--- config.mk ---
export PLATFORM = sky130hd
export DESIGN_NAME = packet_trigger_detector
export DESIGN_NICKNAME = d
export VERILOG_FILES = /design/src/rtl/packet_trigger_detector.sv
export SDC_FILE = /design/constraint.sdc
export NUM_CORES = 1
export LEC_CHECK = 0
export BUFFER_PORTS_ARGS = -buffer_cell sky130_fd_sc_hd__buf_4
export CAP_MARGIN = 20
export CORE_ASPECT_RATIO = 1.75
export CORE_MARGIN = 4
export CORE_UTILIZATION = 55
export CTS_CLUSTER_SIZE = 25
export DETAILED_ROUTE_END_ITERATION = 10
export GPL_TIMING_DRIVEN = 0
export PLACE_DENSITY = 0.78
export SYNTH_ARGS = -nofsm -noshare
export SYNTH_HDL_FRONTEND = slang
export SYNTH_SLANG_ARGS = --single-unit
--- constraint.sdc ---
create_clock -name clock -period 2.52 [get_ports clock]
set_input_delay 0.378 -clock clock [delete_from_list [all_inputs] [get_ports clock]]
set_output_delay 0.378 -clock clock [all_outputs]
set_load 0.02 [all_outputs]
--- src/rtl/packet_trigger_detector.sv ---
// Packet trigger detector: qualifies envelope energy, skips the PLCP
// preamble, then fires a fixed-width trigger to the translator.
module packet_trigger_detector #(
  parameter int SYNC_STAGES = 2,
  parameter int MIN_HIGH    = 40,
  parameter int TRIG_DELAY  = 1920,
  parameter int TRIG_WIDTH  = 8,
  parameter int DROP_TOL    = 4,
  parameter int HOLDOFF     = 100,
  parameter int CNT_W       = 16
) (
  input  logic             clock,
  input  logic             reset,
  input  logic             enable,
  input  logic             env_in,
  output logic             trigger_signal,
  output logic             busy,
  output logic [CNT_W-1:0] trig_count,
  output logic [CNT_W-1:0] abort_count
);

  localparam int RW = $clog2(MIN_HIGH + 1);
  localparam int DW = $clog2(TRIG_DELAY + 1);
  localparam int FW = $clog2(TRIG_WIDTH + 1);
  localparam int LMAX =
    (DROP_TOL > HOLDOFF) ? DROP_TOL : HOLDOFF;
  localparam int LW = $clog2(LMAX + 1);

  localparam logic [RW-1:0] RUN_QUAL = RW'(MIN_HIGH);
  localparam logic [DW-1:0] DLY_LAST = DW'(TRIG_DELAY - 1);
  localparam logic [FW-1:0] WID_LAST = FW'(TRIG_WIDTH - 1);
  localparam logic [LW-1:0] DROP_LIM = LW'(DROP_TOL);
  localparam logic [LW-1:0] HOLD_LIM = LW'(HOLDOFF);
  localparam logic [CNT_W-1:0] CNT_MAX = '1;

  typedef enum logic [2:0] {
    S_IDLE,
    S_QUAL,
    S_DELAY,
    S_FIRE,
    S_HOLD
  } state_t;

  state_t state_q;
  state_t state_n;

  logic [SYNC_STAGES-1:0] sync_q;
  logic                   env_s;

  logic [RW-1:0] run_q;
  logic [RW-1:0] run_n;
  logic [DW-1:0] dcnt_q;
  logic [DW-1:0] dcnt_n;
  logic [FW-1:0] fcnt_q;
  logic [FW-1:0] fcnt_n;
  logic [LW-1:0] lowrun_q;
  logic [LW-1:0] lowrun_n;
  logic [LW-1:0] low_nx;

  logic trig_inc;
  logic abort_inc;

  // env_in is asynchronous; nothing but this chain may sample it
  always_ff @(posedge clock) begin
    if (reset) begin
      sync_q <= '0;
    end else begin
      sync_q <= {sync_q[SYNC_STAGES-2:0], env_in};
    end
  end

  assign env_s = sync_q[SYNC_STAGES-1];

  assign low_nx = env_s ? '0 : lowrun_q + LW'(1);

  always_comb begin
    state_n   = state_q;
    run_n     = run_q;
    dcnt_n    = dcnt_q;
    fcnt_n    = fcnt_q;
    lowrun_n  = lowrun_q;
    trig_inc  = 1'b0;
    abort_inc = 1'b0;
    if (!enable) begin
      state_n  = S_IDLE;
      run_n    = '0;
      dcnt_n   = '0;
      fcnt_n   = '0;
      lowrun_n = '0;
    end else begin
      unique case (state_q)
        S_IDLE: begin
          if (env_s) begin
            state_n = S_QUAL;
            run_n   = RW'(1);
          end
        end
        S_QUAL: begin
          // MIN_HIGH high samples already seen, counting the IDLE one
          if (run_q == RUN_QUAL) begin
            state_n  = S_DELAY;
            dcnt_n   = '0;
            lowrun_n = '0;
          end else if (!env_s) begin
            state_n = S_IDLE;
          end else begin
            run_n = run_q + RW'(1);
          end
        end
        S_DELAY: begin
          lowrun_n = low_nx;
          if (low_nx == DROP_LIM) begin
            state_n   = S_IDLE;
            abort_inc = 1'b1;
          end else if (dcnt_q == DLY_LAST) begin
            state_n  = S_FIRE;
            fcnt_n   = '0;
            trig_inc = 1'b1;
          end else begin
            dcnt_n = dcnt_q + DW'(1);
          end
        end
        S_FIRE: begin
          if (fcnt_q == WID_LAST) begin
            state_n  = S_HOLD;
            lowrun_n = '0;
          end else begin
            fcnt_n = fcnt_q + FW'(1);
          end
        end
        S_HOLD: begin
          lowrun_n = low_nx;
          if (low_nx == HOLD_LIM) begin
            state_n = S_IDLE;
          end
        end
        default: begin
          state_n = S_IDLE;
        end
      endcase
    end
  end

  always_ff @(posedge clock) begin
    if (reset) begin
      state_q  <= S_IDLE;
      run_q    <= '0;
      dcnt_q   <= '0;
      fcnt_q   <= '0;
      lowrun_q <= '0;
    end else begin
      state_q  <= state_n;
      run_q    <= run_n;
      dcnt_q   <= dcnt_n;
      fcnt_q   <= fcnt_n;
      lowrun_q <= lowrun_n;
    end
  end

  // outputs decoded from next state so they leave a flop directly
  always_ff @(posedge clock) begin
    if (reset) begin
      trigger_signal <= 1'b0;
      busy           <= 1'b0;
    end else begin
      trigger_signal <= (state_n == S_FIRE);
      busy           <= (state_n != S_IDLE);
    end
  end

  always_ff @(posedge clock) begin
    if (reset) begin
      trig_count  <= '0;
      abort_count <= '0;
    end else begin
      if (trig_inc && trig_count != CNT_MAX) begin
        trig_count <= trig_count + CNT_W'(1);
      end
      if (abort_inc && abort_count != CNT_MAX) begin
        abort_count <= abort_count + CNT_W'(1);
      end
    end
  end

endmodule

# --- Word level (Yosys, flattened, before mapping) ---
# Cells that the tools add are included.
# W data, S select, Z words.
word_totals:
  output_inout_bits: 34
  regBits: 67
  input_bits: 4
classes:
  eq_ne: 21
  reduce_logical: 14
  n_addsub: 6
  mux: 32
  bitwise_logic: 1
op_table:
  columns: ["operator", "count"]
  rows:
  - ["$mux W11", 3]
  - ["$add A16 B1 Y16 const B", 2]
  - ["$ne A16 B16 Y1 const B", 2]
  - ["$mux W3", 8]
  - ["$pmux W11 S2", 1]
  - ["$mux W7", 3]
  - ["$pmux W7 S3", 1]
  - ["$mux W6", 3]
  - ["$ne A2 B2 Y1 const B", 9]
  - ["$pmux W3 S5", 1]
  - ["$mux W4", 3]
  - ["$pmux W6 S2", 1]
  - ["$reduce_and A4 Y1", 3]
  - ["$add A11 B1 Y11 const B", 1]
  - ["$eq A11 B11 Y1 const B", 1]
  - ["$eq A3 B2 Y1 const B", 3]
  - ["$pmux W4 S2", 1]
  - ["$add A7 B1 Y7 const B", 1]
  - ["$eq A7 B3 Y1 const B", 1]
  - ["$eq A7 B7 Y1 const B", 1]
  - ["$mux W1", 7]
  - ["$add A6 B1 Y6 const B", 1]
  - ["$eq A6 B6 Y1 const B", 1]
  - ["$reduce_bool A2 Y1", 3]
  - ["other kinds (10)", 13]

# --- Logic depth before layout (Yosys ltp) ---
# Gate-level depths: netlist (run 1).
logic_depth:
  depth_word: 7
  depth_mapped: 10
  ltp_nobuf: 8

# --- Worst setup path after synthesis (run 1) ---
# Ideal clock, no wire load.
synth_timing:
  kind: "register to register"
  start: "register lowrun_q[0]"
  end: "register dcnt_q[5]"
  stages_incl_launch_ff: 10
  required_time_ps: 2450
  n_path_buf: 2
  setup_slack_ps: 188
  arrival_ps: 2262
  path_cell_list: "dfxtp_1 ha_1 buf_2 xnor2_1 and3_1 or3_1 buf_6 a31o_4 or4_1 a21oi_1"
synth_between:
  elab_chain_len: 5
synth_rtl:
  columns: ["element", "line_no", "text"]
  rows:
  - ["start: declaration", "56", "logic [LW-1:0] lowrun_q;"]
  - ["start signal: assignment", "156", "lowrun_q <= lowrun_n;"]
  - ["$add A7 B1 Y7", "74", "assign low_nx = env_s ? '0 : lowrun_q + LW'(1);"]
  - ["$mux W7", "74", null]
  - ["$eq A7 B3 Y1", "112", "if (low_nx == DROP_LIM) begin"]
  - ["$ne A2 B2 Y1 (no source line)", null, null]
  - ["$reduce_and A4 Y1 (no source line)", null, null]
  - ["end signal: assignment", "154", "dcnt_q <= dcnt_n;"]
  - ["end: declaration", "52", "logic [DW-1:0] dcnt_q;"]
# Every way passes these cells.
# A chain may end at the register's enable or synchronous reset.

# --- Worst setup path after layout (run 1) ---
# Ends and elaborated chain as after synthesis.

==> summary.md, run 1 <==
| Metric | Value |
|---|---|
| Status | finished clean |
| Syn_nets | 432 |
| PortBufs | 37 |
| Antenna Nets Post-Route | 0 |
| Dpl hpwl | 6.09 mm |
| Slew Limit Headroom | 54.0% |
| Fill cells | 514 |
| Final hold vios | 0 |
| DR DRC count | 0 |
| Num CTS Buffers | 9 |
| Setup TNS | 0 ns |
| Max-cap viol count | 0 |
| Hold path depth | 2 |
| Max Clk Rate | 411 MHz |
| Top cell type's share of synthesized area | 38.4% |
| Final Cycle Share | 96.4% |
| Post-synth ARST share | 0% |
| Crit-path max cell delay | 0.48 ns |
| Core Box Area | 6180 um^2 |
| Yosys warnings | 0 |
| Initial antenna violation count | 0 |
| Ranking of synthesized cells by area | dfxtp_1, nor2_1, a21oi_1 |
| Worst path cell trace | ha_1 > buf_4 > xnor2_1 > and3_4 > or3_4 > buf_6 > a31o_4 > or4_4 > a21oi_2 |
| Via count of the routed design | 3320 |
| Slowest cell on crit path | or4_4 |
| Final Slew Violations | 0 |
| DP Worst Slack | -0.107 ns |
| Layout Utilization | 67.9% |
| Post-layout min period | 2.43 ns |
| Arr. time, crit path | 2.72 ns |
| TritonCTS Sinks | 67 |
| Clock Latency Late Sink | 0.35 ns |
| Global-route wire length before repair | 14.4 mm |
| Most instantiated cells after synthesis | dfxtp_1, nor2_1, a21oi_1 |
| Clock tree buffer depth | 2 |
| Share of cells above drive strength 1 | 19.2% |
| FF+latch count, synth | 67 |
| Die Height | 113 um |
| Synth cell types | 57 |
| Stages on worst setup path | 9 |
| Nets@finish | 486 |
| Vias in the first global route | 3202 |
| CTS H-tree lvls | 3 |
| GRT Total Usage | 24.0% |
| CTS root buffer | clkbuf_8 |
| Post-synthesis cell area | 3490 um^2 |
| Setup Skew | 0.00642 ns |
| Worst Hold Class | in -> reg |
| Total die area | 7730 um^2 |
| Post-synth EDFFs | 0 |
| Area Overhead vs Synth | 20.3% |
| CP Buf/Inv Count | 2 |
| PnR worst setup slack | 0.0897 ns |
| Pin count of the biggest net entering global routing | 11 |
| Final WL | 8.46 mm |
| I/O pins | 38 |
| CP required | 2.81 ns |
| Leading area contributor after synthesis | dfxtp_1 |
| Diode count | 0 |
| Starting DRT DRC Count | 153 |
| Reg2Reg Depth | 9 |
| Cell area power density | 453 nW/um^2 |
| Final setup fails | 0 |
| Count leader, synth | dfxtp_1 |
| Mean number of vias per cell | 5.95 |
| Slew @ Worst Pin | 0.685 ns |
| Cells after Synth | 421 |
| Core Rows | 38 |
| Die width | 68.2 um |
| CP Launch Type | register |
| Synth Flop Type | dfxtp_1 |
| CTS clk-pin slew, worst paths | 0.07 ns |
| Drt pass-1 iters | 4 |
| Synth Area per Inst | 8.29 um^2 |
| Highest fanout seen on the critical path | 10 |
| Gr ovfl total | 0 |
| Wirelength per Cell | 15.2 um |
| CP Capture Type | register |
| Final Wtd Congestion | 0.852 |
| Critical path's top delay family | simple AND/OR/NAND/NOR gates |
| VDD IR max | 0.470 mV |
| Critical path type | reg -> reg |
| Lkg Pwr | 1.46 nW |
| Sequential area share after synthesis | 38.4% |
| CTS tree | built |
| Initial core utilization | 56.5% |
==> path summary, 6_finish.rpt <==
kind / start / endpoint / slack [ns]
max reg2reg: lowrun_q[0] / dcnt_q[5] / 0.09
min reg2reg: sync_q[0] / sync_q[1] / 0.45
max: lowrun_q[0] / dcnt_q[5] / 0.09
min: env_in / sync_q[0] / 0.25
==> flip-flops by register name, summed over array words and instances, names as in the netlist <==
| name | cells |
|---|---|
| state_q | 3 |
| abort_count | 16 |
| lowrun_q | 7 |
| run_q | 6 |
| fcnt_q | 4 |
| trigger_signal | 1 |
| dcnt_q | 11 |
| sync_q | 2 |
| trig_count | 16 |
| busy | 1 |
==> report_power, final <==
part | switching [mW] | internal (mW) | leakage, nW | total [mW]
Clock | 0.398 | 0.398 | 0.0843 | 0.797
Sequential | 0.00271 | 1.06 | 0.541 | 1.06
Combinational | 0.0309 | 0.0113 | 0.837 | 0.0423
Total | 0.432 | 1.47 | 1.46 | 1.90
==> per-layer routing <==
metal / wire (um) / global-route usage, % / part of all wire [%]
met3: 269 / 3.65 / 3.2
met1: 3430 / 26.7 / 41
met2: 4450 / 41.3 / 53
met4: 314 / 14.2 / 3.7
met5: 0 / 0 / 0
==> stage by stage <==
step / power, mW / cell area [um^2] / hold slack (ns) / instances
after CTS: 1.92 / 4080 / 0.244 / 556
after global routing: 1.96 / 4200 / 0.282 / 558
after global placement: 1.13 / 3870 / 0.436 / 538
after detailed placement: 1.13 / 3870 / 0.429 / 538
after floorplan: 1.11 / 3490 / 0.414 / 421
final: 1.90 / 4200 / 0.247 / 558
==> layout by cell type, fill, tap and decap left out, drive strengths merged, types with 14 or more instances in the layout <==
master and instances:
a21oi 34, buf 54, clkbuf 20, dfxtp 67
nand2 28, nand3 22, nand4 19, nor2 47
o21ai 25, or3 19, xor2 14
==> what timing repair did <==
action                     CTS  global route
resized for setup            4            29
hold buffers                 0             0
setup endpoints to repair   18            32
pin swaps                    1             4
buffers inserted             4             2
==> logic make-up after synthesis <==
kind of cell / Yosys count / synth area share (%)
buffers and inverters: 31 / 4.05
adder cells (fa/ha/maj): 7 / 2.51
AND/OR/NAND/NOR: 196 / 30.7
XOR/XNOR: 19 / 4.77
flip-flops: 67 / 38.4
AO/OA/AOI/OAI: 94 / 17.4
multiplexers: 7 / 2.12
==> cell type report <==
cell class                 count  area [um^2]  area share (%)
buffer                        19          110            2.62
clock buffer                  12          155            3.70
clock inverter                 2         12.5           0.298
inverter                      12         45.0            1.07
multi-input combinational    323         2100            50.1
sequential                    67         1350            32.1
tap                           80          100            2.39
timing repair buffer          43          323            7.69
Note: power is estimated with default switching activity, not from simulation.
==> run 2: changes to the inputs <==
ABC_AREA = 1   (was default)
==> run 2 against run 1 <==
Against the previous run: combinational power increased by 25%; clock-buffer cell count increased by 2; clock skew increased by 0.0018 ns; hold slack improved by 0.011 ns; flip-flop and latch count unchanged; routed wire length increased by 3.0%; largest power group is now clock; highest routed layer unchanged.
==> summary.md, run 2 <==
| Metric | Value |
|---|---|
| Dpl hpwl | 6.65 mm (+9.1%) |
| Final WL | 8.72 mm (+3.0%) |
| Highest fanout seen on the critical path | 10 (unchanged) |
| Die Height | 117 um (+2.9%) |
| CP Launch Type | register |
| Yosys warnings | 0 (unchanged) |
| Core Box Area | 6540 um^2 (+5.8%) |
| Lkg Pwr | 1.80 nW (+23%) |
| Most frequent cells in the layout | nand2_1, nor2_1, inv_1 |
| Post-layout min period | 2.11 ns (-0.319 ns) |
| Gr ovfl total | 0 (unchanged) |
| Cts repair resizes | 0 (-4) |
| CTS clk-pin slew, worst paths | 0.05 ns (-0.02 ns) |
| Count leader, synth | nand2_1 |
| Num CTS Buffers | 9 (unchanged) |
| Synth cell types | 41 (-28%) |
| Met2 usage | 44.4% (+3.1 points) |
| Syn_nets | 576 (+33%) |
| CTS tree | built |
| Initial core utilization | 56.8% (+0.34 points) |
| Slew @ Worst Pin | 0.541 ns (-0.144 ns) |
| Clock Latency Late Sink | 0.34 ns (about the same) |
| TritonCTS Sinks | 67 (unchanged) |
| Post-synthesis cell area | 3710 um^2 (+6.4%) |
| Power, Total | 2.27 mW (+19%) |
| Final setup fails | 0 (unchanged) |
| CTS H-tree lvls | 3 (unchanged) |
| Post-route insts no fill | 700 (+25%) |
| Ranking of synthesized cells by area | dfxtp_1, nand2_1, nor2_1 |
| Worst Hold Class | in -> reg |
| FF+latch count, synth | 67 (unchanged) |
| Initial antenna violation count | 0 (unchanged) |
| Mean number of vias per cell | 5.25 (-12%) |
| Fill cells | 631 (+23%) |
| Post-CTS Setup Repair Bufs | 0 (-4) |
| Max Clk Rate | 474 MHz (+15%) |
| Cells after Synth | 565 (+34%) |
| Pin count of the biggest net entering global routing | 11 (unchanged) |
| Critical path type | reg -> reg |
| Reg area | 1340 um^2 (-0.37%) |
| Final Slew Violations | 0 (unchanged) |
| Post-synth ARST share | 0% (unchanged) |
| Share of cells above drive strength 1 | 12.6% (-6.6 points) |
| Core Rows | 39 (+2.6%) |
| Biggest regs | abort_count x16, trig_count x16, dcnt_q x11 |
| Total die area | 8180 um^2 (+5.8%) |
| CTS root buffer | clkbuf_16 |
| Sequential area share after synthesis | 36.1% (-2.3 points) |
| Wirelength per Cell | 12.5 um (-18%) |
| Setup TNS | 0 ns (unchanged) |
| Status | finished clean |
| Antenna Nets Post-Route | 0 (unchanged) |
| Synth Area per Inst | 6.57 um^2 (-21%) |
| Final Wtd Congestion | 0.929 (+9.0%) |
| Met3 usage | 4.82% (+1.2 points) |
| Area of the multi-input gates | 2020 um^2 (-3.9%) |
| Leading area contributor after synthesis | dfxtp_1 |
| CP required | 2.74 ns (-0.07 ns) |
| VDD IR max | 0.458 mV (-2.6%) |
| Setup Skew | 0.00819 ns (+0.00177 ns) |
| Slew Limit Headroom | 63.7% (+9.7 points) |
| # hold bufs at CTS | 0 (unchanged) |
| Clock tree buffer depth | 2 (unchanged) |
| GRT Max-Usage Layer | met2 |
| Placed cells | 684 (+27%) |
| Most instantiated cells after synthesis | nand2_1, nor2_1, inv_1 |
| Final hold vios | 0 (unchanged) |
| Starting DRT DRC Count | 235 (+54%) |
| Area Overhead vs Synth | 17.6% |
| Post-synth EDFFs | 0 (unchanged) |
| Arr. time, crit path | 2.33 ns (-0.39 ns) |
| Max-cap viol count | 0 (unchanged) |
| Die width | 70.1 um (+2.8%) |
| DR DRC count | 0 (unchanged) |
| PortBufs | 37 (unchanged) |
| CP Capture Type | register |
| Global-route wire length before repair | 15.3 mm (+6.1%) |
| GRT Total Usage | 23.2% (-0.80 points) |
| Met1 usage | 23.4% (-3.3 points) |
| Vias in the first global route | 3544 (+11%) |
| Final Cycle Share | 83.8% (-13 points) |
| Via count of the routed design | 3677 (+11%) |
| Diode count | 0 (unchanged) |
| Synth Flop Type | dfxtp_1 |
| I/O pins | 38 (unchanged) |
| Nets@finish | 624 (+28%) |
| Min Hold Slack | 0.258 ns (+0.0110 ns) |
| Layout Utilization | 66.8% (-1.1 points) |
| Cell area power density | 519 nW/um^2 (+15%) |
| Top cell type's share of synthesized area | 36.1% (-2.3 points) |
| Commonest non-fill, non-tap cell in the layout | nand2_1 |
| RSZ-0062 raised after global routing | no |
| Drt pass-1 iters | 4 (unchanged) |
[run 2: cell types whose count changed in the layout (fill, tap and decap cells not counted), sizes merged, moves of 14 or more]
cell / change
nand2: +104
inv: +69
nor2: +57
nand3: +28
or3: -18
buf: -14
[run 2: final timing paths]
kind | startpoint | endpoint | slack (ns) | cells after the start
worst max register to register | lowrun_q[0] | trig_count[10] | 0.41 | 13
worst max-delay path | lowrun_q[0] | trig_count[10] | 0.41 | 13
worst min-delay path | env_in | sync_q[0] | 0.26 | 3
worst min register to register | sync_q[0] | sync_q[1] | 0.41 | 2
[run 2: kinds of logic after synthesis]
kind of cell	synth area share, %
xor+xnor	2.59
buf+inv	9.43
fa+ha+maj	2.36
flops	36.1
compound gates	8.69
simple gates	40.8
[run 2: power by group]
part           switching, mW  leakage [nW]  total [mW]  internal (mW)
registers            0.00206         0.540        1.06           1.06
logic                 0.0384          1.12      0.0528         0.0144
clock network          0.432         0.137        1.15          0.716
[run 2: layout make-up]
type / count / area share (%)
Multi-Input combinational cell: 408 / 46.3
Clock buffer: 14 / 6.04
Buffer: 8 / 0.974
Timing Repair Buffer: 37 / 6.36
Inverter: 82 / 7.05
Tap cell: 82 / 2.35
Clock inverter: 2 / 0.229
Sequential cell: 67 / 30.7
[run 2: worst max-delay path: stages, from the launching register on]
cell and delay [ns]:
dfxtp_1 0.46, ha_1 0.26, nand2_1 0.09, nor2_1 0.17, nand3_1 0.11, nand2_2 0.09
nand3_4 0.10, nand3_4 0.12, nand3_2 0.09, nor2_4 0.16, buf_6 0.17, nand3_1 0.09
nand2_1 0.07, nor2_1 0.04
[run 2: stage by stage]
stage | setup slack [ns] | area [um^2]
3_5_place_dp | 0.438 | 4090
2_1_floorplan | 0.734 | 3710
6_report | 0.408 | 4370
5_1_grt | 0.100 | 4370
4_1_cts | 0.413 | 4370
3_3_place_gp | 0.485 | 4090
[run 2: layer usage]
metal	routed length (um)	up-vias
li1	-	1909
met1	3320	1677
met2	4860	78
met3	350	13
met4	191	0
met5	0	-
